`config.mk`:
```
export PLATFORM = sky130hd
export DESIGN_NAME = rob_commit_sequencer_flat
export DESIGN_NICKNAME = d
export VERILOG_FILES = /design/src/rtl/rob_commit_sequencer_if.sv /design/src/rtl/rob_commit_sequencer.sv /design/src/flat_wrapper.sv
export SDC_FILE = /design/constraint.sdc
export NUM_CORES = 1
export LEC_CHECK = 0
export ABC_AREA = 1
export ABC_CLOCK_PERIOD_IN_PS = 10500
export CAP_MARGIN = 20
export CORE_AREA = 2 2 194 196
export DETAILED_ROUTE_END_ITERATION = 7
export DIE_AREA = 0 0 196 198
export HOLD_SLACK_MARGIN = 0.05
export SYNTH_ARGS = -nofsm -noshare
export SYNTH_HDL_FRONTEND = slang
export SYNTH_SLANG_ARGS = --single-unit
export TNS_END_PERCENT = 5
```
`constraint.sdc`:
```
create_clock -name clk -period 10.5 [get_ports clk]
set_input_delay 2.1 -clock clk [delete_from_list [all_inputs] [get_ports clk]]
set_output_delay 2.1 -clock clk [all_outputs]
set_load 0.05 [all_outputs]
```
`src/rtl/rob_commit_sequencer_if.sv`:
```
// rtl/rob_commit_sequencer_if.sv - retire lanes, ARF write port and snoop bundle of the commit sequencer
interface rob_commit_sequencer_if #(
  parameter int COMMIT_WIDTH = 2,
  parameter int AREG_W       = 5
);
  logic [COMMIT_WIDTH-1:0]             cm_valid;
  logic [COMMIT_WIDTH-1:0]             cm_has_dst;
  logic [COMMIT_WIDTH-1:0][AREG_W-1:0] cm_dst_index;
  logic [COMMIT_WIDTH-1:0][31:0]       cm_dst_val;
  logic                                cm_ready;
  logic                                rob_valid;
  logic [AREG_W-1:0]                   rob_dst_index;
  logic [31:0]                         rob_dst_val;
  logic [AREG_W-1:0]                   snoop_index;
  logic                                snoop_hit;
  logic [31:0]                         snoop_val;
  logic                                empty;

  modport master (
    output cm_valid, cm_has_dst, cm_dst_index, cm_dst_val, snoop_index,
    input  cm_ready, rob_valid, rob_dst_index, rob_dst_val, snoop_hit, snoop_val, empty
  );

  modport slave (
    input  cm_valid, cm_has_dst, cm_dst_index, cm_dst_val, snoop_index,
    output cm_ready, rob_valid, rob_dst_index, rob_dst_val, snoop_hit, snoop_val, empty
  );
endinterface

```
`src/rtl/rob_commit_sequencer.sv`:
```
// rtl/rob_commit_sequencer.sv - funnels up to COMMIT_WIDTH retiring writes per cycle onto one ARF write port
module rob_commit_sequencer #(
  parameter int COMMIT_WIDTH = 2,
  parameter int DEPTH        = 4,
  parameter int NUM_AREGS    = 32
) (
  input  logic                  clk,
  input  logic                  rst_n,
  rob_commit_sequencer_if.slave bus
);
  localparam int AREG_W = $clog2(NUM_AREGS);
  localparam int PTR_W  = $clog2(DEPTH);
  localparam int CNT_W  = PTR_W + 1;

  logic [AREG_W-1:0] idx_q [DEPTH];
  logic [31:0]       val_q [DEPTH];
  logic [PTR_W-1:0]  head_q, tail_q;
  logic [CNT_W-1:0]  count_q;
  logic              rob_valid_q;
  logic [AREG_W-1:0] rob_idx_q;
  logic [31:0]       rob_val_q;

  logic                    accept;
  logic                    pop;
  logic                    byp_valid;
  logic [AREG_W-1:0]       byp_idx;
  logic [31:0]             byp_val;
  logic [COMMIT_WIDTH-1:0] wr_en;
  logic [PTR_W-1:0]        wr_ptr [COMMIT_WIDTH];
  logic [CNT_W-1:0]        push_cnt;
  logic                    snoop_hit;
  logic [31:0]             snoop_val;

  // Credit comes from the registered count only, so a same-cycle pop never widens acceptance.
  assign accept = count_q <= CNT_W'(DEPTH - COMMIT_WIDTH);
  assign pop    = count_q != '0;

  always_comb begin
    byp_valid = 1'b0;
    byp_idx   = '0;
    byp_val   = '0;
    wr_en     = '0;
    push_cnt  = '0;
    for (int i = 0; i < COMMIT_WIDTH; i++) begin
      wr_ptr[i] = tail_q;
      if (bus.cm_valid[i] && accept && bus.cm_has_dst[i] && (bus.cm_dst_index[i] != '0)) begin
        if (!pop && !byp_valid) begin
          byp_valid = 1'b1;
          byp_idx   = bus.cm_dst_index[i];
          byp_val   = bus.cm_dst_val[i];
        end else begin
          wr_en[i]  = 1'b1;
          wr_ptr[i] = tail_q + push_cnt[PTR_W-1:0];
          push_cnt  = push_cnt + CNT_W'(1);
        end
      end
    end
  end

  always_ff @(posedge clk or negedge rst_n) begin
    if (!rst_n) begin
      head_q      <= '0;
      tail_q      <= '0;
      count_q     <= '0;
      rob_valid_q <= 1'b0;
      rob_idx_q   <= '0;
      rob_val_q   <= '0;
    end else begin
      if (pop) begin
        rob_valid_q <= 1'b1;
        rob_idx_q   <= idx_q[head_q];
        rob_val_q   <= val_q[head_q];
        head_q      <= head_q + PTR_W'(1);
      end else if (byp_valid) begin
        rob_valid_q <= 1'b1;
        rob_idx_q   <= byp_idx;
        rob_val_q   <= byp_val;
      end else begin
        rob_valid_q <= 1'b0;
      end
      tail_q  <= tail_q + push_cnt[PTR_W-1:0];
      count_q <= count_q + push_cnt - CNT_W'(pop);
    end
  end

  // Payload storage needs no reset; occupancy is tracked by count_q.
  always_ff @(posedge clk) begin
    for (int i = 0; i < COMMIT_WIDTH; i++) begin
      if (wr_en[i]) begin
        idx_q[wr_ptr[i]] <= bus.cm_dst_index[i];
        val_q[wr_ptr[i]] <= bus.cm_dst_val[i];
      end
    end
  end

  // Scan oldest to youngest so the youngest matching write wins.
  always_comb begin
    snoop_hit = 1'b0;
    snoop_val = '0;
    if (bus.snoop_index != '0) begin
      if (rob_valid_q && (rob_idx_q == bus.snoop_index)) begin
        snoop_hit = 1'b1;
        snoop_val = rob_val_q;
      end
      for (int k = 0; k < DEPTH; k++) begin
        if ((CNT_W'(k) < count_q) && (idx_q[head_q + PTR_W'(k)] == bus.snoop_index)) begin
          snoop_hit = 1'b1;
          snoop_val = val_q[head_q + PTR_W'(k)];
        end
      end
    end
  end

  assign bus.cm_ready      = accept;
  assign bus.rob_valid     = rob_valid_q;
  assign bus.rob_dst_index = rob_idx_q;
  assign bus.rob_dst_val   = rob_val_q;
  assign bus.snoop_hit     = snoop_hit;
  assign bus.snoop_val     = snoop_val;
  assign bus.empty         = (count_q == '0) && !rob_valid_q;
endmodule

```
`src/flat_wrapper.sv`:
```
// flat-port wrapper written by rule: the top's interface ports become plain ports
module rob_commit_sequencer_flat 
#(
  parameter int COMMIT_WIDTH = 2,
  parameter int DEPTH        = 4,
  parameter int NUM_AREGS    = 32
)
  (clk, rst_n, bus_cm_valid, bus_cm_has_dst, bus_cm_dst_index, bus_cm_dst_val, bus_snoop_index, bus_cm_ready, bus_rob_valid, bus_rob_dst_index, bus_rob_dst_val, bus_snoop_hit, bus_snoop_val, bus_empty);
  rob_commit_sequencer_if #(.COMMIT_WIDTH(COMMIT_WIDTH), .AREG_W(5)) bus_i ();
  input  logic clk;
  input  logic rst_n;
  input wire logic [$bits(bus_i.cm_valid)-1:0] bus_cm_valid;
  input wire logic [$bits(bus_i.cm_has_dst)-1:0] bus_cm_has_dst;
  input wire logic [$bits(bus_i.cm_dst_index)-1:0] bus_cm_dst_index;
  input wire logic [$bits(bus_i.cm_dst_val)-1:0] bus_cm_dst_val;
  input wire logic [$bits(bus_i.snoop_index)-1:0] bus_snoop_index;
  output wire logic [$bits(bus_i.cm_ready)-1:0] bus_cm_ready;
  output wire logic [$bits(bus_i.rob_valid)-1:0] bus_rob_valid;
  output wire logic [$bits(bus_i.rob_dst_index)-1:0] bus_rob_dst_index;
  output wire logic [$bits(bus_i.rob_dst_val)-1:0] bus_rob_dst_val;
  output wire logic [$bits(bus_i.snoop_hit)-1:0] bus_snoop_hit;
  output wire logic [$bits(bus_i.snoop_val)-1:0] bus_snoop_val;
  output wire logic [$bits(bus_i.empty)-1:0] bus_empty;
  assign bus_i.cm_valid = bus_cm_valid;
  assign bus_i.cm_has_dst = bus_cm_has_dst;
  assign bus_i.cm_dst_index = bus_cm_dst_index;
  assign bus_i.cm_dst_val = bus_cm_dst_val;
  assign bus_i.snoop_index = bus_snoop_index;
  assign bus_cm_ready = bus_i.cm_ready;
  assign bus_rob_valid = bus_i.rob_valid;
  assign bus_rob_dst_index = bus_i.rob_dst_index;
  assign bus_rob_dst_val = bus_i.rob_dst_val;
  assign bus_snoop_hit = bus_i.snoop_hit;
  assign bus_snoop_val = bus_i.snoop_val;
  assign bus_empty = bus_i.empty;
  rob_commit_sequencer #(.COMMIT_WIDTH(COMMIT_WIDTH), .DEPTH(DEPTH), .NUM_AREGS(NUM_AREGS)) u_core (.clk(clk), .rst_n(rst_n), .bus(bus_i));
endmodule
```
==> results.tsv <==
stage	metric	value	unit
worst_hold_path	Hold Crit Class	register to register	
global_routing	initial antenna violation count	1	
placement	placed cell count	2629	
timing	Slew @ Worst Pin	1.11	ns
worst_setup_path	cell mode on critical path	nand2_1	
clock_tree	Longest Clk Path Bufs	2	
layout	antenna cells	0	
detailed_routing	Routed Antenna Nets	0	
power	Net Sw Frac	54.8	%
clock_tree	H-tree level count	4	
floorplan	die width	196	microns
worst_setup_path	worst-path cell chain	clkinv_2 -> nand3_1 -> nand2_1 -> nand2_1 -> nand2_1 -> nor2_4 -> nand3_2 -> buf_4 -> nand2_1 -> nand3_1 -> nand2_1 -> a21oi_1 -> clkdlybuf4s50_1	
layout	synth-to-layout area growth	16.8	%
placement	number of port buffers	157	
timing	clk_skew	0.0137	ns
layout	share of layout cells above drive strength 1	4.07	%
worst_setup_path	Setup crit end kind	output pin	
timing	final max-slew violation count	0	
clock_tree	TritonCTS clock tree	built	
timing	final worst path period need	8.05	ns
floorplan	die footprint	38800	sq um
logic_synthesis	most common cell in the synthesized netlist	nand2_1	
floorplan	FP Rows	71	
flow_run	number of max-cap violations	0	
power	peak supply drop	233	uV
detailed_routing	drt drc	0	
worst_setup_path	CP required	8.40	ns
layout	multi-input combinational cell area	7370	sq um
logic_synthesis	post-synthesis cell count	2124	
floorplan	IO Count	158	
placement	Placer Congestion	0.894	
clock_tree	Clock Pin Slew Worst Setup and Hold Paths	0.08	ns
logic_synthesis	Unique masters post-synth	35	
power	Reg power frac	22.4	%
clock_tree	post_cts resized	0	
floorplan	Core Region	37000	sq um
global_routing	GRT Overall Usage	24.9	%
logic_synthesis	Post-Synthesis Net Count	2218	
worst_setup_path	delay of the slowest critical-path stage	0.91	ns
logic_synthesis	Synth Register Bits	193	
layout	Reg area	5570	sq um
timing	relative slew slack	25.6	%
detailed_routing	Via density	5.38	
power	P_leak	7.17	nW
power	switching power	0.00291	W
timing	RSZ-0062 raised after global routing	no	
placement	Detailed Place HPWL	29700	microns
timing	final hold vios	0	
power	Power Total	0.00531	W
timing	f_max	0.124	GHz
global_routing	gr ovfl total	0	
global_routing	largest net degree at the start of global routing	114	
logic_synthesis	Synth top area share	31.4	%
timing	hold_ws	0.589	ns
floorplan	initial core utilization	38.3	%
worst_setup_path	critical path launch point type	register	
logic_synthesis	Avg Inst Size Synth	6.66	sq um
detailed_routing	routed via count	14312	
layout	final net count	2268	
logic_synthesis	largest area contributor in the synthesized netlist	edfxtp_1	
logic_synthesis	Post-synth EDFFs	148	
worst_setup_path	CP Class	register to output pin	
power	Comb power frac	64.9	%
worst_setup_path	CP startpoint	u_core.head_q[1]	
detailed_routing	drt wl/cell	18.0	microns
worst_setup_path	Bufs and invs on worst path	3	
power	Clk network pwr share	12.7	%
timing	count of final setup violators	0	
clock_tree	Clock Root Buffer	clkbuf_16	
worst_setup_path	RR Startpoint	u_core.count_q[2]	
worst_setup_path	CP max-delay cell	clkinv_2	
power	power per cell area	321	nW/um^2
detailed_routing	initial DRC count	1052	
logic_synthesis	synth warn	0	
global_routing	first-pass GRT wire length	74200	microns
clock_tree	Clk Latency, worst-skew pair	0.45	ns
clock_tree	Post-CTS Setup Repair Bufs	0	
timing	period utilization	76.6	%
logic_synthesis	leading register cell type out of synthesis	edfxtp_1	
detailed_routing	drt pass-1 iters	6	
global_routing	vias in the first global route	13560	
timing	setup TNS	0	ns
clock_tree	hold_buf cts	0	
worst_setup_path	Crit path max-delay family	simple AND/OR/NAND/NOR gates	
logic_synthesis	top post-synthesis cells by area	edfxtp_1, nand2_1, o21ai_0	
layout	Layout Cells excl Fill	2661	
layout	Fill cells	3742	
run_status	run status	completed	
clock_tree	clock sinks	193	
logic_synthesis	ys async rst share	23.3	%
clock_tree	number of CTS-inserted buffers	17	
detailed_routing	total wire length	48000	microns
worst_hold_path	hold path start	u_core.bus.rob_dst_val[14]	
worst_setup_path	Max FO, Critical Path	71	
worst_setup_path	WP data arrival	5.95	ns
placement	pre-CTS setup slack	2.56	ns
floorplan	die height	198	microns
logic_synthesis	Mapped Area	14100	sq um
power	Int Pwr	0.00240	W
timing	setup ws final	2.45	ns
logic_synthesis	synth cell count leaders	nand2_1, o21ai_0, nor2_1	
logic_synthesis	Seq/Total Area, Yosys	39.4	%
[worst register-to-register path: cells and delay by family (launching register included)]
family	cells	cell delay (ns)
AND/OR/NAND/NOR	5	0.78
buffers and inverters	5	1.86
adder cells (fa/ha/maj)	1	0.31
AO/OA/AOI/OAI	1	0.27
XOR/XNOR	1	0.20
flip-flops	1	0.43
[cell families after synthesis]
group | synth area share [%]
AND/OR/NAND/NOR | 30.9
AO/OA/AOI/OAI | 18.4
buffers and inverters | 9.25
flip-flops | 39.4
XOR/XNOR | 1.04
adder cells (fa/ha/maj) | 0.850
multiplexers | 0.0708
[sequential cells by signal (all words and copies together) (netlist names)]
name,count
u_core.head_q,2
u_core.bus.rob_dst_index,5
u_core.count_q,3
u_core.bus.rob_dst_val,32
u_core.bus.rob_valid,1
u_core.val_q,128
u_core.tail_q,2
u_core.idx_q,20
[per-layer routing]
layer	vias up	track usage [%]	part of all wire [%]
li1	7077	-	-
met4	2	8.89	2.6
met2	494	43.5	48
met5	-	0	0.027
met1	6650	31.4	42
met3	89	3.66	6.6
[placed cells by master (no fill, tap or decap), drive strengths merged]
master	instances
fa	1
clkbuf	18
dfrtp	45
mux2i	1
clkinv	7
a21boi	1
xnor2	4
ha	8
a41oi	37
clkdlybuf4s50	156
nand2	759
nor3	3
nand4	35
nor2	221
xor2	12
buf	26
o21a	1
clkinvlp	3
a22o	1
inv	165
a21oi	35
o21ai	415
or2	3
edfxtp	148
nand3	79
bufinv	2
o22ai	1
[final timing paths]
kind | cells after the start | to | slack (ns)
min reg2reg | 2 | u_core.bus.rob_dst_val[14] | 0.59
min in group asynchronous | 2 | u_core.bus.rob_dst_val[9] | 1.84
min | 2 | u_core.bus.rob_dst_val[14] | 0.59
max in group asynchronous | 2 | u_core.head_q[0] | 8.04
max reg2reg | 13 | u_core.val_q[0][15] | 6.24
max | 13 | bus_snoop_val[4] | 2.45
[cell type report]
class                           instances  share of cell area (%)
Multi-Input combinational cell       1617                    44.6
Tap cell                              474                    3.59
Clock buffer                           18                    2.60
Sequential cell                       193                    33.8
Timing Repair Buffer                  182                    10.7
Clock inverter                         14                   0.970
Inverter                              163                    3.73
[power by group through the flow]
stage	Combinational (W)	Clock (W)	Sequential (W)
final	0.00345	0.000673	0.00119
after global routing	0.00379	0.000710	0.00121
after CTS	0.00344	0.000682	0.00119
after detailed placement	0.00343	0	0.00120
after global placement	0.00340	0	0.00120
after floorplan	0.00222	0	0.00140
[through the flow]
step	utilization (%)	instance area, sq um
2_1_floorplan	-	14100
3_3_place_gp	43.0	15900
3_5_place_dp	43.1	15900
4_1_cts	44.7	16500
5_1_grt	44.7	16500
6_report	44.7	16500
No activity file was read; power rests on OpenSTA's default activity.
==> patch: new RTL, same flow settings <==
`COMMIT_WIDTH` is set to 2 in 3 places; all go to 1.
--- a/src/rtl/rob_commit_sequencer_if.sv
+++ b/src/rtl/rob_commit_sequencer_if.sv
@@ -1,6 +1,6 @@
 // rtl/rob_commit_sequencer_if.sv - retire lanes, ARF write port and snoop bundle of the commit sequencer
 interface rob_commit_sequencer_if #(
-  parameter int COMMIT_WIDTH = 2,
+  parameter int COMMIT_WIDTH = 1,
   parameter int AREG_W       = 5
 );
   logic [COMMIT_WIDTH-1:0]             cm_valid;
--- a/src/rtl/rob_commit_sequencer.sv
+++ b/src/rtl/rob_commit_sequencer.sv
@@ -1,6 +1,6 @@
 // rtl/rob_commit_sequencer.sv - funnels up to COMMIT_WIDTH retiring writes per cycle onto one ARF write port
 module rob_commit_sequencer #(
-  parameter int COMMIT_WIDTH = 2,
+  parameter int COMMIT_WIDTH = 1,
   parameter int DEPTH        = 4,
   parameter int NUM_AREGS    = 32
 ) (
--- a/src/flat_wrapper.sv
+++ b/src/flat_wrapper.sv
@@ -1,7 +1,7 @@
 // flat-port wrapper written by rule: the top's interface ports become plain ports
 module rob_commit_sequencer_flat 
 #(
-  parameter int COMMIT_WIDTH = 2,
+  parameter int COMMIT_WIDTH = 1,
   parameter int DEPTH        = 4,
   parameter int NUM_AREGS    = 32
 )
Ports: changed (resized bus_cm_dst_index, bus_cm_dst_val, bus_cm_has_dst and bus_cm_valid); port bits go from 158 to 119. The function was not compared with the original's and may differ.
==> patch against the unedited design <==
Final area decreased by 16%. First-iteration DRC count decreased by 2.0%. Synthesized area is 16% lower. Sequential cell count unchanged. Wire length down 24%. Setup slack got worse by 0.36 ns. Global-route usage is 6.0 points lower. Critical path type is now input pin to primary output. Highest routed layer unchanged.
Power is not compared: it rests on default switching activity, and its combinational part moved more than twofold at a synthesized area within 25%.
==> patch: results (changes against the unedited design) <==
| Group | Metric | Value | Delta |
|---|---|---|---|
| setup path | Cell count of the worst reg-to-reg path | 8 | -5 |
| synthesis | Share of the synthesized area in compound gates (AO/OA/AOI/OAI) | 13.4% | -5.0 points |
| global route | Via count of the first global-routing pass | 10218 | -25% |
| drt | Routed wire length | 36.4 mm | -24% |
| drt | Number of iterations in the first detailed-routing pass | 7 | +1 |
| setup path | Launch point of the worst path | bus_snoop_index[3] |  |
| synthesis | Cell variety after synth | 34 | -2.9% |
| timing | Slew HR | 24.3% | -1.3 points |
| setup path | Worst reg-to-reg setup slack | 7.53 ns | +1.29 ns |
| placed design | Placer's final routability congestion estimate | 0.860 | -3.8% |
| layout | Filler cells | 3799 | +1.5% |
| setup path | Endpoint of the worst-slack reg-to-reg timing path | u_core.val_q[1][27] |  |
| synthesis | Post-synthesis xor/xnor area fraction | 0.800% | -0.24 points |
| synthesis | Mux cell area share after synthesis | 0.0842% | +0.013 points |
| drt | Routed metal-1 wire length | 16.2 mm | -20% |
| layout | Fraction of layout instances using a drive strength above 1 | 4.54% | +0.47 points |
| drt | Average via count per standard cell | 5.13 | -4.6% |
| drt | Total length of routed met3 wires | 2.02 mm | -36% |
| run status | Outcome | completed |  |
| layout | Layout Nets | 1713 | -24% |
| synthesis | Top cells by area, synth | edfxtp_1, nand2_1, o21ai_0 |  |
| setup path | Critical path capture point | bus_snoop_val[30] |  |
| setup path | Data arrival time of the worst path | 6.31 ns | +0.36 ns |
| placed design | Post-DP Area | 0.0133 mm2 | -16% |
| global route | First-pass GRT wire length | 56.4 mm | -24% |
| setup path | Maximum net fanout on the critical path | 33 | -54% |
| setup path | Critical-path cell with the highest stage delay | nand3_2 |  |
| layout | Finished Layout Cells | 2148 | -19% |
| placed design | Detailed placement HPWL | 22.4 mm | -25% |
| timing | Final worst clock skew | 0.0104 ns | -0.00329 ns |
| timing | PnR worst setup slack | 2.09 ns | -0.358 ns |
## patch: logic make-up after synthesis
family | after synthesis
buffers and inverters | 208
AO/OA/AOI/OAI | 311
XOR/XNOR | 10
adder cells (fa/ha/maj) | 6
AND/OR/NAND/NOR | 889
multiplexers | 1
flip-flops | 193
## patch: power breakdown
| group | switching, mW | total [mW] | internal, mW |
|---|---|---|---|
| Sequential | 0.0251 | 0.867 | 0.842 |
| Combinational | 0.135 | 0.201 | 0.0659 |
| Clock | 0.307 | 0.688 | 0.381 |
## patch: final cells by class
class / count / share of cell area [%]
tap: 474 / 4.25
clock buffer: 19 / 3.10
timing repair buffer: 136 / 9.40
multi-input combinational: 1217 / 39.4
sequential: 193 / 40.0
clock inverter: 13 / 1.28
inverter: 96 / 2.62
## patch: routing by layer
layer  vias to the layer above  track usage, %
met3                        81            3.20
met1                      5109            23.8
li1                       5447               -
met4                         4            7.55
met2                       378            32.2
met5                         -               0
## patch: worst min path at each step
stage / startpoint / end / slack [ns]
2_1_floorplan: u_core.tail_q[1] / u_core.tail_q[1] / 0.48
3_3_place_gp: u_core.tail_q[1] / u_core.tail_q[1] / 0.54
3_5_place_dp: u_core.bus.rob_dst_val[19] / u_core.bus.rob_dst_val[19] / 0.54
4_1_cts: u_core.bus.rob_dst_val[19] / u_core.bus.rob_dst_val[19] / 0.55
5_1_grt: u_core.bus.rob_dst_val[13] / u_core.bus.rob_dst_val[13] / 0.58
6_report: u_core.bus.rob_dst_val[19] / u_core.bus.rob_dst_val[19] / 0.54
## patch: metrics by stage
step	total power, mW	util [%]	hold slack, ns
after floorplan	0.985	-	0.483
after global placement	1.08	36.1	0.538
after detailed placement	1.08	36.1	0.537
after CTS	1.77	37.7	0.555
after global routing	1.80	37.7	0.577
final	1.76	37.7	0.543
